[config.mk]
export PLATFORM = sky130hd
export DESIGN_NAME = class_result_buffer_flat
export DESIGN_NICKNAME = d
export VERILOG_FILES = /design/src/rtl/class_result_buffer_if.sv /design/src/rtl/class_result_buffer.sv /design/src/flat_wrapper.sv
export SDC_FILE = /design/constraint.sdc
export NUM_CORES = 1
export LEC_CHECK = 0
export ABC_AREA = 1
export BUFFER_PORTS_ARGS = -buffer_cell sky130_fd_sc_hd__buf_2
export CORE_MARGIN = 1
export CORE_UTILIZATION = 45
export CTS_BUF_LIST = sky130_fd_sc_hd__clkbuf_16
export CTS_CLUSTER_DIAMETER = 200
export DETAILED_ROUTE_END_ITERATION = 8
export PLACE_DENSITY = 0.6
export SYNTH_ARGS = -nofsm -noshare
export SYNTH_HDL_FRONTEND = slang
export SYNTH_SLANG_ARGS = --single-unit
[constraint.sdc]
create_clock -name clk -period 4.2 [get_ports clk]
set_input_delay 1.26 -clock clk [delete_from_list [all_inputs] [get_ports clk]]
set_output_delay 1.26 -clock clk [all_outputs]
set_load 0.005 [all_outputs]
[src/rtl/class_result_buffer_if.sv]
// Sample-in / result-out bus of the class result buffer.
// class_valid is a push with no ready: a write offered while the FIFO is full and
// not popping in the same cycle is dropped, and the drop is flagged by overflow.
// rd_en is a pop request; rd_valid pulses for one cycle, one cycle after an accepted pop.
interface class_result_buffer_if #(
    parameter int IDX_W = 7
);
    logic              class_valid;
    logic signed [1:0] class_in;
    logic              rd_en;
    logic [IDX_W+1:0]  rd_data;
    logic              rd_valid;

    modport master (
        output class_valid, class_in, rd_en,
        input  rd_data, rd_valid
    );

    modport slave (
        input  class_valid, class_in, rd_en,
        output rd_data, rd_valid
    );
endinterface

[src/rtl/class_result_buffer.sv]
// Buffers per-sample SVM class decisions as {index, class} in a FIFO and keeps
// saturating per-class tallies plus a combinational majority vote.
module class_result_buffer #(
    parameter int DEPTH = 16,
    parameter int IDX_W = 7,
    parameter int CNT_W = 7
) (
    input  logic                     clk,
    input  logic                     resetn,
    input  logic                     clear,
    class_result_buffer_if.slave     bus,
    output logic                     full,
    output logic                     empty,
    output logic [$clog2(DEPTH):0]   level,
    output logic [CNT_W-1:0]         pos_cnt,
    output logic [CNT_W-1:0]         neg_cnt,
    output logic [CNT_W-1:0]         und_cnt,
    output logic signed [1:0]        majority,
    output logic                     overflow,
    output logic                     illegal
);
    localparam int AW = $clog2(DEPTH);
    localparam int DW = IDX_W + 2;
    localparam logic [AW:0] FULL_LVL = DEPTH[AW:0];

    logic [DW-1:0]    mem_q [DEPTH];
    logic [AW-1:0]    wr_ptr_q, wr_ptr_d, rd_ptr_q, rd_ptr_d;
    logic [AW:0]      level_q, level_d;
    logic [IDX_W-1:0] idx_q, idx_d;
    logic [CNT_W-1:0] pos_q, pos_d, neg_q, neg_d, und_q, und_d;
    logic [DW-1:0]    rd_data_q, rd_data_d;
    logic             rd_valid_q, rd_valid_d;
    logic             overflow_q, overflow_d, illegal_q, illegal_d;
    logic             pop, push, mem_we;

    function automatic logic [CNT_W-1:0] sat_inc(input logic [CNT_W-1:0] v);
        return (&v) ? v : v + CNT_W'(1);
    endfunction

    always_comb begin
        wr_ptr_d   = wr_ptr_q;
        rd_ptr_d   = rd_ptr_q;
        level_d    = level_q;
        idx_d      = idx_q;
        pos_d      = pos_q;
        neg_d      = neg_q;
        und_d      = und_q;
        rd_data_d  = rd_data_q;
        rd_valid_d = 1'b0;
        overflow_d = overflow_q;
        illegal_d  = illegal_q;
        mem_we     = 1'b0;
        // A pop frees a slot in the same cycle, so a full FIFO still accepts a write
        // when it is also being read; an empty FIFO never pops (no fall-through).
        pop  = bus.rd_en && (level_q != '0);
        push = bus.class_valid && ((level_q != FULL_LVL) || pop);

        if (clear) begin
            wr_ptr_d   = '0;
            rd_ptr_d   = '0;
            level_d    = '0;
            idx_d      = '0;
            pos_d      = '0;
            neg_d      = '0;
            und_d      = '0;
            overflow_d = 1'b0;
            illegal_d  = 1'b0;
        end else begin
            if (pop) begin
                rd_data_d  = mem_q[rd_ptr_q];
                rd_valid_d = 1'b1;
                rd_ptr_d   = rd_ptr_q + AW'(1);
            end
            if (push) begin
                mem_we   = 1'b1;
                wr_ptr_d = wr_ptr_q + AW'(1);
                idx_d    = idx_q + IDX_W'(1);
                case (bus.class_in)
                    2'b01:   pos_d = sat_inc(pos_q);
                    2'b11:   neg_d = sat_inc(neg_q);
                    2'b10: begin
                        und_d     = sat_inc(und_q);
                        illegal_d = 1'b1;
                    end
                    default: und_d = sat_inc(und_q);
                endcase
            end else if (bus.class_valid) begin
                overflow_d = 1'b1;
            end
            if (push && !pop) begin
                level_d = level_q + (AW+1)'(1);
            end else if (pop && !push) begin
                level_d = level_q - (AW+1)'(1);
            end
        end
    end

    always_ff @(posedge clk or negedge resetn) begin
        if (!resetn) begin
            wr_ptr_q   <= '0;
            rd_ptr_q   <= '0;
            level_q    <= '0;
            idx_q      <= '0;
            pos_q      <= '0;
            neg_q      <= '0;
            und_q      <= '0;
            rd_data_q  <= '0;
            rd_valid_q <= 1'b0;
            overflow_q <= 1'b0;
            illegal_q  <= 1'b0;
        end else begin
            wr_ptr_q   <= wr_ptr_d;
            rd_ptr_q   <= rd_ptr_d;
            level_q    <= level_d;
            idx_q      <= idx_d;
            pos_q      <= pos_d;
            neg_q      <= neg_d;
            und_q      <= und_d;
            rd_data_q  <= rd_data_d;
            rd_valid_q <= rd_valid_d;
            overflow_q <= overflow_d;
            illegal_q  <= illegal_d;
        end
    end

    // Storage needs no reset: occupancy is tracked entirely by the pointers and level.
    always_ff @(posedge clk) begin
        if (mem_we) begin
            mem_q[wr_ptr_q] <= {idx_q, bus.class_in};
        end
    end

    assign bus.rd_data  = rd_data_q;
    assign bus.rd_valid = rd_valid_q;
    assign level        = level_q;
    assign full         = (level_q == FULL_LVL);
    assign empty        = (level_q == '0);
    assign pos_cnt      = pos_q;
    assign neg_cnt      = neg_q;
    assign und_cnt      = und_q;
    assign overflow     = overflow_q;
    assign illegal      = illegal_q;
    assign majority     = (pos_q > neg_q) ? 2'sb01 :
                          (neg_q > pos_q) ? 2'sb11 : 2'sb00;
endmodule
[src/flat_wrapper.sv]
// flat-port wrapper written by rule: the top's interface ports become plain ports
module class_result_buffer_flat 
#(
    parameter int DEPTH = 16,
    parameter int IDX_W = 7,
    parameter int CNT_W = 7
)
  (clk, resetn, clear, full, empty, level, pos_cnt, neg_cnt, und_cnt, majority, overflow, illegal, bus_class_valid, bus_class_in, bus_rd_en, bus_rd_data, bus_rd_valid);
  class_result_buffer_if #(.IDX_W(IDX_W)) bus_i ();
  input  logic clk;
  input  logic resetn;
  input  logic clear;
  output logic full;
  output logic empty;
  output logic [$clog2(DEPTH):0] level;
  output logic [CNT_W-1:0] pos_cnt;
  output logic [CNT_W-1:0] neg_cnt;
  output logic [CNT_W-1:0] und_cnt;
  output logic signed [1:0] majority;
  output logic overflow;
  output logic illegal;
  input wire logic [$bits(bus_i.class_valid)-1:0] bus_class_valid;
  input wire logic [$bits(bus_i.class_in)-1:0] bus_class_in;
  input wire logic [$bits(bus_i.rd_en)-1:0] bus_rd_en;
  output wire logic [$bits(bus_i.rd_data)-1:0] bus_rd_data;
  output wire logic [$bits(bus_i.rd_valid)-1:0] bus_rd_valid;
  assign bus_i.class_valid = bus_class_valid;
  assign bus_i.class_in = bus_class_in;
  assign bus_i.rd_en = bus_rd_en;
  assign bus_rd_data = bus_i.rd_data;
  assign bus_rd_valid = bus_i.rd_valid;
  class_result_buffer #(.DEPTH(DEPTH), .IDX_W(IDX_W), .CNT_W(CNT_W)) u_core (.clk(clk), .resetn(resetn), .clear(clear), .bus(bus_i), .full(full), .empty(empty), .level(level), .pos_cnt(pos_cnt), .neg_cnt(neg_cnt), .und_cnt(und_cnt), .majority(majority), .overflow(overflow), .illegal(illegal));
endmodule
==> out/results.tsv <==
metric	value	unit
synth_top_cell_by_area	edfxtp_1	
post_cts_buffers	0	
path_clk_slew	70	ps
ant_nets	0	
synthAdderAreaFrac	2.925	%
place.gp.congestion	0.8115	
firstDrtPassIters	5	
slew-limit-headroom	35.33	%
netlist_area	9239	sq um
die_h	145.3	um
final_layout_size_suffix_gt1_share	11.07	%
fin_crit_sh	73.21	%
path_max_fanout	6	
clk_latency	430	ps
grt_pass1_vias	6214	
wl_per_cell	15.91	um
synth.area.mux_share	0	%
cpMostUsedCell	nand3_1	
yosys.area_share.simple	26.38	%
powerDensity	501.6	nW/um^2
cp_slowest_cell	dfrtp_1	
grt_max_degree	75	
die_w	145.3	um
startpoint_type	register	
min_path_type	reg2reg	
grt_antenna_before_repair	0	
cts.path.max_buffers	2	
numPlacedInstances	1259	
final_nets	1036	
routed_wirelength	20.54	mm
crit_chain	inv_1, ha_1, nand2_1, o21ai_0, nand4_1, nand3_1, nand3_1, buf_2	
status	finished, final reports clean	
cts_resized	0	
met2RoutedLength	9.809	mm
synthCells	966	
drc_errors	0	
cts_tree	built	
syn_avg_cell_area	9.564	sq um
io_pins	49	
setup_viol	0	
post-route-min-period	3075	ps
required	2940	ps
final_cells	1291	
rsz0062_at_grt	no	
finalMaxSlewViolations	0	
end_kind	output pin	
cts_hold_buf	0	
hpwl	13.04	mm
synth_nets	994	
cts_sinks	197	
yosysSeqAreaShare	61.16	%
path_class	reg2out	
port_buffers	48	
wl_met1	9.703	mm
synth-xor-area-share	1.612	%
avgViaCountPerCell	4.995	
path_buf_inv	2	
h-tree-depth	4	
synth_top_family_by_area	simple AND/OR/NAND/NOR gates	
area_growth	11.57	%
hold_viol_final	0	
route.met3.wl	728	um
finalHoldWorstSlack	477.0	ps
skew	10.18	ps
critical-path-max-stage-delay	430	ps
synth_top_area_share	46.80	%
start_util	45.81	%
fin_util	51.10	%
grt_first_pass_wirelength	33.51	mm
antenna_cells	0	
fin_tns_setup	0	ps
worstMarginPinSlew	970.1	ps
routed.top_layer	met4	
cp.arrival	1810	ps
coreArea	20170	sq um
synth_cell_types	32	
drt_iter0_drc	399	
die-area	21110	sq um
critPathTopFamily	flip-flops	
cts_root_buf	clkbuf_16	
track_usage	20.60	%
yosys_warnings	0	
max-vdd-ir-drop	430.7	uV
synth.top_cells.by_area	edfxtp_1 47%, dfrtp_1 14%, nand2_1 14%, nand3_1 7.7%, inv_1 4.3%	
overflow	0	
synth_compound_area_share	1.503	%
numCtsBuffers	17	
p_leak	4.698	nW
vias	6448	
std_cell_rows	52	
clock.fmax	0.3252	GHz
ys_ff_latch	197	
maxCapViolCount	0	
-- registers in the layout (all words and copies together) (netlist names) --
name,cells
u_core.bus.rd_data,9
u_core.bus.rd_valid,1
u_core.idx_q,7
u_core.illegal,1
u_core.level,5
u_core.mem_q,144
u_core.neg_cnt,7
u_core.overflow,1
u_core.pos_cnt,7
u_core.rd_ptr_q,4
u_core.und_cnt,7
u_core.wr_ptr_q,4
-- worst register-to-register path: cells and delay by family, from the launching register on --
kind	cells	cell delay, ps
flip-flops	1	400
AND/OR/NAND/NOR	8	690
buffers and inverters	2	1100
-- synthesized netlist by cell type, drive strengths merged --
cell type  instances
nand3b            12
xnor2              4
edfxtp           144
dfrtp             53
nand4              6
xor2              13
buf               28
inv              113
clkbuf             7
clkinv             1
nand2            347
o22ai              1
o31ai              1
o21a               1
nor3               3
nor2              45
ha                20
a21oi              8
nand3            146
and3b              1
o21ai             11
fa                 1
-- cells in the final DEF, fill, tap and decap left out, types with 4 or more instances in the layout --
cell type	netlist	final
xnor2_1	4	4
inv_2	6	7
nor2_1	38	38
nand3b_1	12	12
dfrtp_1	53	52
o21ai_0	11	11
buf_2	21	48
edfxtp_1	144	144
inv_1	107	106
buf_4	2	10
a21oi_1	6	6
nand2_1	342	342
clkinvlp_4	0	4
nand3_1	143	143
xor2_1	13	13
ha_1	20	20
nand4_1	6	6
clkbuf_16	0	17
nor2_2	4	4
-- kinds of logic (layout without fill, tap and decap cells) --
| kind of cell | count (synthesis) | count (layout) |
|---|---|---|
| AOI/OAI and AO/OA | 22 | 22 |
| and+or+nand+nor | 560 | 560 |
| DFF | 197 | 197 |
| adders and majority gates | 21 | 21 |
| buffers and inverters | 149 | 204 |
| xor gates and xnor gates | 17 | 17 |
-- cell type report --
class	instances	area, sq um
well taps	270	337.8
multi-input cells	620	2995
repair buffers	58	315.3
clock inverters	15	153.9
flip-flops and latches	197	5652
inverters	114	427.9
fillers	1874	9862
clock buffers	17	425.4
-- metal layers --
metal | GRT usage (%) | vias to the layer above
met5 | 0 | -
met4 | 5.684 | 0
met3 | 3.365 | 21
met2 | 33.56 | 139
met1 | 28.53 | 3062
li1 | - | 3226
-- metrics by stage --
stage	setup slack (ps)	power [mW]	instance area, sq um
after floorplan	1526	3.198	9239
after global placement	1212	3.601	9728
after detailed placement	1093	3.609	9728
after CTS	1092	5.213	10310
after global routing	967.8	5.465	10310
final	1125	5.170	10310
-- power by group --
group	internal, mW	switching [mW]
logic	0.373	0.831
clock network	0.882	0.735
registers	2.22	0.133
total	3.47	1.70
-- final timing paths --
kind	from	end	slack [ps]	cells past startpoint
setup / recovery	u_core.neg_cnt[2]	majority[0]	1130	8
hold / removal	u_core.bus.rd_data[2]	u_core.bus.rd_data[2]	480	2
setup reg to reg	u_core.rd_ptr_q[0]	u_core.bus.rd_data[5]	1940	10
hold reg to reg	u_core.bus.rd_data[2]	u_core.bus.rd_data[2]	480	2
max in group asynchronous	resetn	u_core.illegal	2450	2
min in group asynchronous	resetn	u_core.bus.rd_data[7]	960	1
No activity file was read; power rests on OpenSTA's default activity.
